## config.mk

```make
export PLATFORM = sky130hd
export DESIGN_NAME = adc_serial_tx_flat
export DESIGN_NICKNAME = d
export VERILOG_FILES = /design/src/rtl/adc_serial_tx_if.sv /design/src/rtl/adc_serial_tx.sv /design/src/flat_wrapper.sv
export SDC_FILE = /design/constraint.sdc
export NUM_CORES = 1
export LEC_CHECK = 0
export BUFFER_PORTS_ARGS = -buffer_cell sky130_fd_sc_hd__buf_4
export CORE_MARGIN = 2
export CORE_UTILIZATION = 35
export CTS_BUF_LIST = sky130_fd_sc_hd__clkbuf_8
export CTS_CLUSTER_DIAMETER = 200
export CTS_CLUSTER_SIZE = 40
export DETAILED_ROUTE_END_ITERATION = 12
export SLEW_MARGIN = 10
export SYNTH_ARGS = -nofsm -noshare
export SYNTH_HDL_FRONTEND = slang
export SYNTH_SLANG_ARGS = --single-unit
```

## constraint.sdc

```tcl
create_clock -name adc_fast_clk -period 5 [get_ports adc_fast_clk]
set_input_delay 0.5 -clock adc_fast_clk [delete_from_list [all_inputs] [get_ports adc_fast_clk]]
set_output_delay 0.5 -clock adc_fast_clk [all_outputs]
set_load 0.01 [all_outputs]
```

## src/rtl/adc_serial_tx_if.sv

```systemverilog
// adc_serial_tx_if: parallel sample handshake between a producer and adc_serial_tx.
//
// Signals:
//   sample_data   parallel sample, WIDTH bits
//   sample_valid  producer has a sample on sample_data
//   sample_ready  serializer can accept a sample this cycle
//
// Modports:
//   master  producer side (drives data/valid, observes ready)
//   slave   serializer side (observes data/valid, drives ready)

interface adc_serial_tx_if #(
    parameter int unsigned WIDTH = 12
) ();

    logic [WIDTH-1:0] sample_data;
    logic             sample_valid;
    logic             sample_ready;

    modport master (
        output sample_data,
        output sample_valid,
        input  sample_ready
    );

    modport slave (
        input  sample_data,
        input  sample_valid,
        output sample_ready
    );

endinterface

```

## src/rtl/adc_serial_tx.sv

```systemverilog
// adc_serial_tx: ADC-side model of the digitizer's single-lane serial data link.
//
// Takes parallel samples through a valid/ready handshake and shifts them out one
// bit per adc_fast_clk edge, MSB first, with adc_frame high for the first half of
// each word. If no sample is available at a word boundary a fill word is sent and
// underrun_cnt (saturating) is incremented.
//
// Ports:
//   adc_fast_clk  bit clock, one serial bit per rising edge
//   reset         asynchronous, active-high
//   enable        level; start or continue streaming (sampled at word boundaries)
//   sample_if     slave modport: sample_data / sample_valid in, sample_ready out
//   adc_data_p    serial data, MSB first (0 while idle)
//   adc_frame     high for the first WIDTH/2 bits of each word
//   word_start    one-cycle pulse while the MSB of a word is on adc_data_p
//   underrun_cnt  saturating count of fill words sent
//
// Configuration macro:
//   ADC_TX_TEST_PATTERN_EN  defined: fill word is a WIDTH-bit ramp counter that
//                           advances after each fill load.
//                           undefined: fill word is constant zero.

module adc_serial_tx #(
    parameter int unsigned WIDTH = 12
) (
    input  logic                  adc_fast_clk,
    input  logic                  reset,
    input  logic                  enable,
    adc_serial_tx_if.slave        sample_if,
    output logic                  adc_data_p,
    output logic                  adc_frame,
    output logic                  word_start,
    output logic [7:0]            underrun_cnt
);

    localparam int unsigned CntW = $clog2(WIDTH);
    localparam logic [CntW-1:0] LastBit = CntW'(WIDTH - 1);
    localparam logic [CntW-1:0] HalfBit = CntW'(WIDTH / 2);

    if (WIDTH < 4 || (WIDTH % 2) != 0) begin : g_bad_width
        $error("adc_serial_tx: WIDTH must be even and at least 4");
    end

    typedef enum logic {StIdle, StRun} state_e;

    state_e           state_q, state_d;
    logic [WIDTH-1:0] shreg_q, shreg_d;
    logic [CntW-1:0]  bit_cnt_q, bit_cnt_d;
    logic [WIDTH-1:0] hold_q, hold_d;
    logic             hold_full_q, hold_full_d;
    logic [7:0]       underrun_q, underrun_d;

    logic             last_bit;
    logic             load;
    logic             accept;
    logic             fill_used;
    logic [WIDTH-1:0] fill_word;

    // Handshake: ready only reflects the holding register, never sample_valid.
    assign sample_if.sample_ready = ~hold_full_q;
    assign accept    = sample_if.sample_valid & ~hold_full_q;

    assign last_bit  = (state_q == StRun) && (bit_cnt_q == LastBit);
    // Word boundary where a new word is loaded; with enable low at the last bit
    // the current word finishes and we drop to idle instead.
    assign load      = enable && ((state_q == StIdle) || last_bit);
    assign fill_used = load && !hold_full_q && !sample_if.sample_valid;

`ifdef ADC_TX_TEST_PATTERN_EN
    logic [WIDTH-1:0] ramp_q, ramp_d;

    always_comb begin
        ramp_d = ramp_q;
        if (fill_used) begin
            ramp_d = ramp_q + WIDTH'(1);
        end
    end

    always_ff @(posedge adc_fast_clk or posedge reset) begin
        if (reset) begin
            ramp_q <= '0;
        end else begin
            ramp_q <= ramp_d;
        end
    end

    assign fill_word = ramp_q;
`else
    assign fill_word = '0;
`endif

    // FSM: state register
    always_ff @(posedge adc_fast_clk or posedge reset) begin
        if (reset) begin
            state_q <= StIdle;
        end else begin
            state_q <= state_d;
        end
    end

    // FSM: next state
    always_comb begin
        state_d = state_q;
        unique case (state_q)
            StIdle: if (enable)              state_d = StRun;
            StRun:  if (last_bit && !enable) state_d = StIdle;
        endcase
    end

    // FSM: outputs, decoded from registers only
    always_comb begin
        adc_data_p = 1'b0;
        adc_frame  = 1'b0;
        word_start = 1'b0;
        if (state_q == StRun) begin
            adc_data_p = shreg_q[WIDTH-1];
            adc_frame  = bit_cnt_q < HalfBit;
            word_start = bit_cnt_q == '0;
        end
    end

    // Datapath next state
    always_comb begin
        shreg_d     = shreg_q;
        bit_cnt_d   = bit_cnt_q;
        hold_d      = hold_q;
        hold_full_d = hold_full_q;
        underrun_d  = underrun_q;

        if (load) begin
            bit_cnt_d = '0;
            if (hold_full_q) begin
                shreg_d     = hold_q;
                hold_full_d = 1'b0;
            end else if (sample_if.sample_valid) begin
                // Bypass: accepted straight into the shifter, hold stays empty.
                shreg_d = sample_if.sample_data;
            end else begin
                shreg_d = fill_word;
                if (underrun_q != 8'hFF) begin
                    underrun_d = underrun_q + 8'd1;
                end
            end
        end else begin
            if (state_q == StRun) begin
                shreg_d   = {shreg_q[WIDTH-2:0], 1'b0};
                // Stop edge wraps the counter so idle decodes cleanly.
                bit_cnt_d = last_bit ? '0 : bit_cnt_q + CntW'(1);
            end
            if (accept) begin
                hold_d      = sample_if.sample_data;
                hold_full_d = 1'b1;
            end
        end
    end

    always_ff @(posedge adc_fast_clk or posedge reset) begin
        if (reset) begin
            shreg_q     <= '0;
            bit_cnt_q   <= '0;
            hold_q      <= '0;
            hold_full_q <= 1'b0;
            underrun_q  <= '0;
        end else begin
            shreg_q     <= shreg_d;
            bit_cnt_q   <= bit_cnt_d;
            hold_q      <= hold_d;
            hold_full_q <= hold_full_d;
            underrun_q  <= underrun_d;
        end
    end

    assign underrun_cnt = underrun_q;

endmodule

```

## src/flat_wrapper.sv

```systemverilog
// flat-port wrapper written by rule: the top's interface ports become plain ports
module adc_serial_tx_flat 
#(
    parameter int unsigned WIDTH = 12
)
  (adc_fast_clk, reset, enable, adc_data_p, adc_frame, word_start, underrun_cnt, sample_if_sample_data, sample_if_sample_valid, sample_if_sample_ready);
  adc_serial_tx_if #(.WIDTH(WIDTH)) sample_if_i ();
  input  logic adc_fast_clk;
  input  logic reset;
  input  logic enable;
  output logic adc_data_p;
  output logic adc_frame;
  output logic word_start;
  output logic [7:0] underrun_cnt;
  input wire logic [$bits(sample_if_i.sample_data)-1:0] sample_if_sample_data;
  input wire logic [$bits(sample_if_i.sample_valid)-1:0] sample_if_sample_valid;
  output wire logic [$bits(sample_if_i.sample_ready)-1:0] sample_if_sample_ready;
  assign sample_if_i.sample_data = sample_if_sample_data;
  assign sample_if_i.sample_valid = sample_if_sample_valid;
  assign sample_if_sample_ready = sample_if_i.sample_ready;
  adc_serial_tx #(.WIDTH(WIDTH)) u_core (.adc_fast_clk(adc_fast_clk), .reset(reset), .enable(enable), .sample_if(sample_if_i), .adc_data_p(adc_data_p), .adc_frame(adc_frame), .word_start(word_start), .underrun_cnt(underrun_cnt));
endmodule
```

Yosys cells after proc, flatten, opt, wreduce, memory -nomap -nowiden --
Index checks and enable logic that the tools add are counted.
Word-level totals: flip-flop bits (word level) 38, bits of input ports 16, output and inout bits 12, logic and storage cells 41
Operators by class: add/subtract/negate cells 2, magnitude comparators 1, equality and inequality tests 2, muxes and demuxes 15, bitwise gates (word level) 5, reduce and logical (&&, ||, !) cells 10
Operator list (count):
- $mux 12 | 4
- $mux 4 | 3
- $add 8x1->8 const B | 1
- $ne 8x8->1 const B | 1
- $mux 1 | 7
- $add 4x1->4 const B | 1
- $eq 4x4->1 const B | 1
- $logic_not 4->1 | 1
- $lt 4x3->1 const B | 1
- $not 1->1 | 4
- $reduce_and 4->1 | 1
- $reduce_bool 2->1 | 2
- $logic_and 1x1->1 | 3
- $pmux 1 s2 | 1
- $reduce_and 2->1 | 1
- $and 1x1->1 | 1
- $logic_not 1->1 | 1
- $logic_or 1x1->1 | 1

Logic depth before layout (Yosys ltp) --
Gate-level depths: netlist of run 1.
depth after elaboration 6, depth in mapped cells 7, mapped depth without buffers 5

Least setup slack after synthesis of run 1 --
OpenSTA, ideal clock, no wires.
path kind reg2reg, start reg u_core.bit_cnt_q[1], end reg u_core.hold_q[0], arrival 1571 ps, data required time 4875 ps, slack 3304 ps, stages on the path, launching flop included 8, path buffers 2, path through dfrtp_1 -> ha_1 -> nand3b_4 -> a21bo_1 -> buf_6 -> nand2_2 -> buf_6 -> mux2_4
On the way: longest elaborated chain between the ends 6
Ends and longest elaborated chain:
- start: declaration | line adc_serial_tx.sv:48 | logic [CntW-1:0] bit_cnt_q, bit_cnt_d;
- start signal: assignment | line adc_serial_tx.sv:166 | bit_cnt_q <= bit_cnt_d;
- $eq 4x4->1 | line adc_serial_tx.sv:63 | assign last_bit = (state_q == StRun) && (bit_cnt_q == LastBit);
- $logic_and 1x1->1 | line adc_serial_tx.sv:63
- $logic_or 1x1->1 | line adc_serial_tx.sv:66 | assign load = enable && ((state_q == StIdle) || last_bit);
- $logic_and 1x1->1 | line adc_serial_tx.sv:66
- $not 1->1 (no source line)
- $reduce_and 2->1 (no source line)
- end signal: assignment | line adc_serial_tx.sv:167 | hold_q <= hold_d;
- end: declaration | line adc_serial_tx.sv:49 | logic [WIDTH-1:0] hold_q, hold_d;
Every way passes these cells. A chain may end at the register's enable or synchronous reset.

Worst setup path after layout of run 1 --
start reg u_core.bit_cnt_q[0], end reg u_core.hold_q[2]
Same word-level chain as after synthesis.

==> results of run 1 <==
-- metal layers --
| layer | vias to the layer above | GRT usage (%) | share of wire, % |
|---|---|---|---|
| met5 | - | 0 | 0 |
| li1 | 669 | - | - |
| met4 | 0 | 3.75 | 0.78 |
| met3 | 2 | 3.49 | 4.1 |
| met1 | 627 | 18.1 | 50 |
| met2 | 29 | 20.0 | 45 |
-- worst register-to-register path, delay by kind of cell, from the launching register on --
kind,cells,cell delay (ps)
AO/OA/AOI/OAI,1,520
AND/OR/NAND/NOR,2,510
flip-flops,1,420
multiplexers,1,400
adder cells (fa/ha/maj),1,270
-- where the power goes --
group / total, uW / switching [uW] / internal [uW]
registers: 497 / 81.8 / 415
clock network: 215 / 106 / 109
logic: 300 / 125 / 175
total: 1010 / 313 / 699
-- Yosys cell counts, drive strengths merged --
library cell	count
nand2	19
nor3b	1
a2bb2oi	1
nor4	1
a21oi	4
xor2	1
and3	3
inv	6
buf	6
clkbuf	3
nor2	16
mux2i	1
nand3b	1
o21ai	9
mux2	16
dfrtp	38
o211ai	1
nand4	2
nand2b	3
o31ai	11
nand3	5
nor3	3
and2	1
nor2b	2
a21boi	1
a221oi	11
a21bo	1
xnor2	1
ha	3
-- final timing paths --
path / startpoint / to / slack (ps) / cells after the start
max: u_core.bit_cnt_q[0] / u_core.hold_q[2] / 2760 / 5
min: reset / u_core.bit_cnt_q[0] / 330 / 3
max reg2reg: u_core.bit_cnt_q[0] / u_core.hold_q[2] / 2760 / 5
min reg2reg: u_core.shreg_q[3] / u_core.shreg_q[3] / 480 / 2
max in group asynchronous: reset / u_core.underrun_cnt[2] / 4320 / 3
min in group adc_fast_clk: enable / u_core.state_q / 450 / 2
-- sequential cells by signal (all words and copies together), names as in the netlist --
| signal | flops |
|---|---|
| u_core.hold_q | 12 |
| u_core.bit_cnt_q | 4 |
| u_core.underrun_cnt | 8 |
| u_core.state_q | 1 |
| u_core.shreg_q | 12 |
| u_core.hold_full_q | 1 |
-- cell families (layout without fill, tap and decap cells) --
logic type      after synthesis  after routing  synth area share [%]
compound gates               39             39                  14.9
xor+xnor                      2              2                 0.925
fa+ha+maj                     3              3                  1.98
buf+inv                      15             43                  4.36
flops                        38             38                  50.2
mux                          17             17                  12.0
simple gates                 57             57                  15.7
-- metrics by stage --
| step | setup WS (ps) | cells | hold slack (ps) |
|---|---|---|---|
| 2_1_floorplan | 3300 | 171 | 440 |
| 3_3_place_gp | 2770 | 261 | 460 |
| 3_5_place_dp | 2750 | 261 | 466 |
| 4_1_cts | 2730 | 269 | 349 |
| 5_1_grt | 2570 | 269 | 372 |
| 6_report | 2760 | 269 | 329 |
-- layout make-up --
type / instances / share of cell area (%)
multi-input combinational: 118 / 38.6
inverter: 6 / 1.01
timing repair buffer: 29 / 9.76
sequential: 38 / 42.6
tap: 70 / 3.93
clock buffer: 6 / 3.70
clock inverter: 2 / 0.393
-- cell usage in the layout (no fill, tap or decap), types with 2 or more instances in the layout --
master and instances:
nand2b_1 3, nor3_1 2, ha_1 3, a21oi_1 4, buf_4 29, nand4_1 2
inv_1 7, clkbuf_8 6, nand3_1 5, a221oi_1 11, o31ai_1 11, and3_1 3
nand2_1 18, mux2_4 10, o21ai_0 9, mux2_2 5, nor2_1 16, nor2b_1 2
dfrtp_1 38
==> impl_metrics.toml, run 1 <==
[status]
status = "finished clean"

[synthesis]
netlist_instances = 171
ys_ff_latch = 38
yosysWarnings = 0
synth.distinct_cells = 34
synth_area_leaders = "dfrtp_1 (50%), mux2_4 (7.9%), a221oi_1 (5.1%), o31ai_1 (4.4%), nand2_1 (3.6%)"
syn_area_per_cell_sq_um = 11.1
ys_seq_area_share_pct = 50.2
yosys.area.top_type = "dfrtp_1"
syn_area_sq_um = 1890
yosysTopAreaCellShare_pct = 50.2
syn_nets = 190

[sta]
slew_headroom_pct = 46.1
slew_viol_final = 0
tns_ps = 0
timing_hold_violations_final = 0
layout_worst_path_cycle_share_pct = 44.7
fmax_mhz = 447
grt_setup_unrepaired = "no"
fin_crit_ps = 2240
fin_skew_ps = 12.2
finalSetupViolCount = 0
worst_pin_slew_ps = 806

[die]
pin_count = 28
rows = 26
dieArea_sq_um = 6020
core_area_sq_um = 5170
die_y_um = 77.6
die_w_um = 77.6
start_util_pct = 36.6

[global_routing]
grt_pass1_wl_mm = 6.25
grt_start_max_net_pins = 39
track_usage_pct = 13.0
grt_antenna_before_repair = 0
grt_pass1_vias = 1323
overflow = 0

[worst_hold_path]
worst_hold_path_type = "in2async"

[cells_and_area]
multi_input_area_sq_um = 861
num_antenna_cells = 0
nFillCells = 485
finish.net_count = 217
regArea_sq_um = 951
stdcell_area_sq_um = 2230
area_delta_synth_final_pct = 17.8
utilization_pct = 43.1
drive_gt1_share_pct = 28.1

[drt]
totalWireLength_mm = 3.59
ant_nets = 0
drc_errors = 0
wl_per_cell_um = 13.3
dr.pass1.iters = 4
drt-initial-drc-count = 113
viasPerCell = 4.93
num_vias = 1327

[clock_tree]
cts_setup_buffers = 0
cts-hold-fix-buffers = 0
htree_levels = 2
cts-resized-gates = 0
clock_sinks = 38
numCtsBuffers = 5
cts_root_buf = "clkbuf_8"
path_clk_slew_ps = 80
ctsLongestPathBuffers = 2
clock_latency_ps = 280
cts_tree = "yes"

[worst_setup_path]
cp_cell_sequence = "ha_1, nand3b_4, a21bo_1, nand2_2, mux2_4"
cp_max_fo = 18
required_ps = 5170
critPathTopFamily = "compound AO/OA/AOI/OAI gates"
cp.arrival_ps = 2400
path_class = "reg2reg"
cp_slowest_cell = "a21bo_1"
worstSetupStartpointType = "flip-flop"
path_buf_inv = 0
crit_path_end_kind = "flip-flop"
max_stage_delay_ps = 520

[pwr]
p_leak_uw = 0.00105
powerDensity_nw_per_um2 = 454
power_uw = 1010
vdd_drop_max_uv = 188

[flow_run]
maxCapViolCount = 0

[placed_design]
dp_hpwl_mm = 2.47
place_area_sq_um = 2140
placement.io_buffers = 27
finalWeightedCongestion = 0.767
Note: power is estimated with default switching activity, not from simulation.
==> inputs of run 2 (changes only) <==
- clock period: 5 -> 2.2 ns (I/O delays scaled with it)
==> impl_metrics.toml, run 2 (synthesis gave the netlist of run 1 again) <==
[status]
status = "finished clean"

[clock_tree]
cts-hold-fix-buffers = 0
clock_sinks = 38
path_clk_slew_ps = 80
numCtsBuffers = 5
cts_setup_buffers = 0
cts_tree = "yes"
cts_root_buf = "clkbuf_8"
ctsLongestPathBuffers = 2
htree_levels = 2
clock_latency_ps = 290
cts-resized-gates = 0

[die]
start_util_pct = 36.6
pin_count = 28
dieArea_sq_um = 6020
die_y_um = 77.6
core_area_sq_um = 5170
die_w_um = 77.6
rows = 26

[cells_and_area]
stdcell_area_sq_um = 2260
num_antenna_cells = 0
drive_gt1_share_pct = 30.0
nFillCells = 492
finish.net_count = 221
layout_commonest_cell = "dfrtp_1"
layout.cells.non_filler = 273
area_delta_synth_final_pct = 19.6
mostFrequentLayoutCells = "dfrtp_1 (38), buf_4 (33), nand2_1 (18), nor2_1 (16)"

[pwr]
clkPwrFrac_pct = 21.3
comb_power_share_pct = 31.2
internal_power_uw = 1610
vdd_drop_max_uv = 423
powerDensity_nw_per_um2 = 1030
p_sw_share_pct = 31.1
p_sw_uw = 725
p_leak_uw = 0.00106
seq_power_share_pct = 47.5

[placed_design]
placement.io_buffers = 27
finalWeightedCongestion = 0.803
dp_slack_ps = 349
place_area_sq_um = 2170
dp.cells = 265
dp_hpwl_mm = 2.61

[sta]
layout_worst_path_cycle_share_pct = 83.9
grt_setup_unrepaired = "no"
timing_hold_violations_final = 0
fin_crit_ps = 1850
fin_skew_ps = 7.53
slew_headroom_pct = 67.2
worst_pin_slew_ps = 492
finalSetupViolCount = 0
slew_viol_final = 0
whs_ps = 54.8
fmax_mhz = 542
setup_slack_ps = 354
tns_ps = 0

[drt]
wl_per_cell_um = 13.8
drt-initial-drc-count = 100
num_vias = 1367
drc_errors = 0
totalWireLength_mm = 3.77
viasPerCell = 5.01
ant_nets = 0
dr.pass1.iters = 4

[global_routing]
grt_pass1_vias = 1373
track_usage_pct = 13.8
grt_antenna_before_repair = 0
grt_pass1_wl_mm = 6.51
overflow = 0
grt_start_max_net_pins = 39

[flow_run]
maxCapViolCount = 0

[worst_setup_path]
crit_path_end_kind = "flip-flop"
r2r-end = "u_core.hold_q[9]"
cp.arrival_ps = 2020
worstSetupStartpointType = "flip-flop"
path_class = "reg2reg"
r2r_slack_ps = 350
r2r-start = "u_core.bit_cnt_q[1]"
reg2reg_depth = 5
required_ps = 2380
cp_max_fo = 12

[worst_hold_path]
worst_hold_path_type = "in2async"
==> run 2: changes by cell type in the layout (fill, tap and decap cells not counted), sizes merged <==
| cell | change |
|---|---|
| buf | +4 |
| clkinvlp | +1 |
| inv | -1 |
==> run 2: cell type report <==
class | count | area, sq um | area share, %
multi-input cells | 118 | 861 | 38.0
clock buffers | 6 | 82.6 | 3.65
flip-flops and latches | 38 | 951 | 42.0
clock inverters | 2 | 12.5 | 0.552
well taps | 70 | 87.6 | 3.87
inverters | 6 | 22.5 | 0.994
repair buffers | 33 | 248 | 10.9
==> run 2: per-stage QoR <==
stage,utilization [%],total power (uW)
2_1_floorplan,-,1650
3_3_place_gp,41.9,1840
3_5_place_dp,41.9,1860
4_1_cts,43.8,2360
5_1_grt,43.8,2510
6_report,43.8,2330
==> run 2: worst max path at each step <==
stage	start	end	slack, ps	cells past startpoint
final	u_core.bit_cnt_q[1]	u_core.hold_q[9]	350	5
after global routing	u_core.bit_cnt_q[0]	u_core.hold_q[9]	240	5
after CTS	u_core.bit_cnt_q[1]	u_core.hold_q[9]	350	5
after detailed placement	u_core.bit_cnt_q[1]	u_core.hold_q[9]	350	5
after global placement	u_core.bit_cnt_q[0]	u_core.hold_q[9]	400	5
after floorplan	u_core.bit_cnt_q[1]	u_core.hold_q[0]	500	7
==> run 2: routing by layer <==
metal	vias to the layer above	share of wire, %	GRT usage, %	wire length [um]
met5	-	0	0	0
met4	0	1.8	5.36	68
met3	6	3.3	3.26	124
met2	31	44	19.9	1650
met1	653	51	20.1	1930
li1	677	-	-	-
==> run 2: power by group through the flow <==
| stage | clock (uW) | sequential (uW) | combinational, uW |
|---|---|---|---|
| after floorplan | 0 | 1080 | 568 |
| after global placement | 0 | 1110 | 730 |
| after detailed placement | 0 | 1110 | 747 |
| after CTS | 513 | 1110 | 741 |
| after global routing | 544 | 1150 | 818 |
| final | 497 | 1110 | 727 |
==> run 2: worst max-delay path, stage by stage (launching register included) <==
cell and delay (ps):
dfrtp_1 420, ha_1 260, nand3b_4 100, a21bo_1 250, nand2_2 320, mux2_2 380
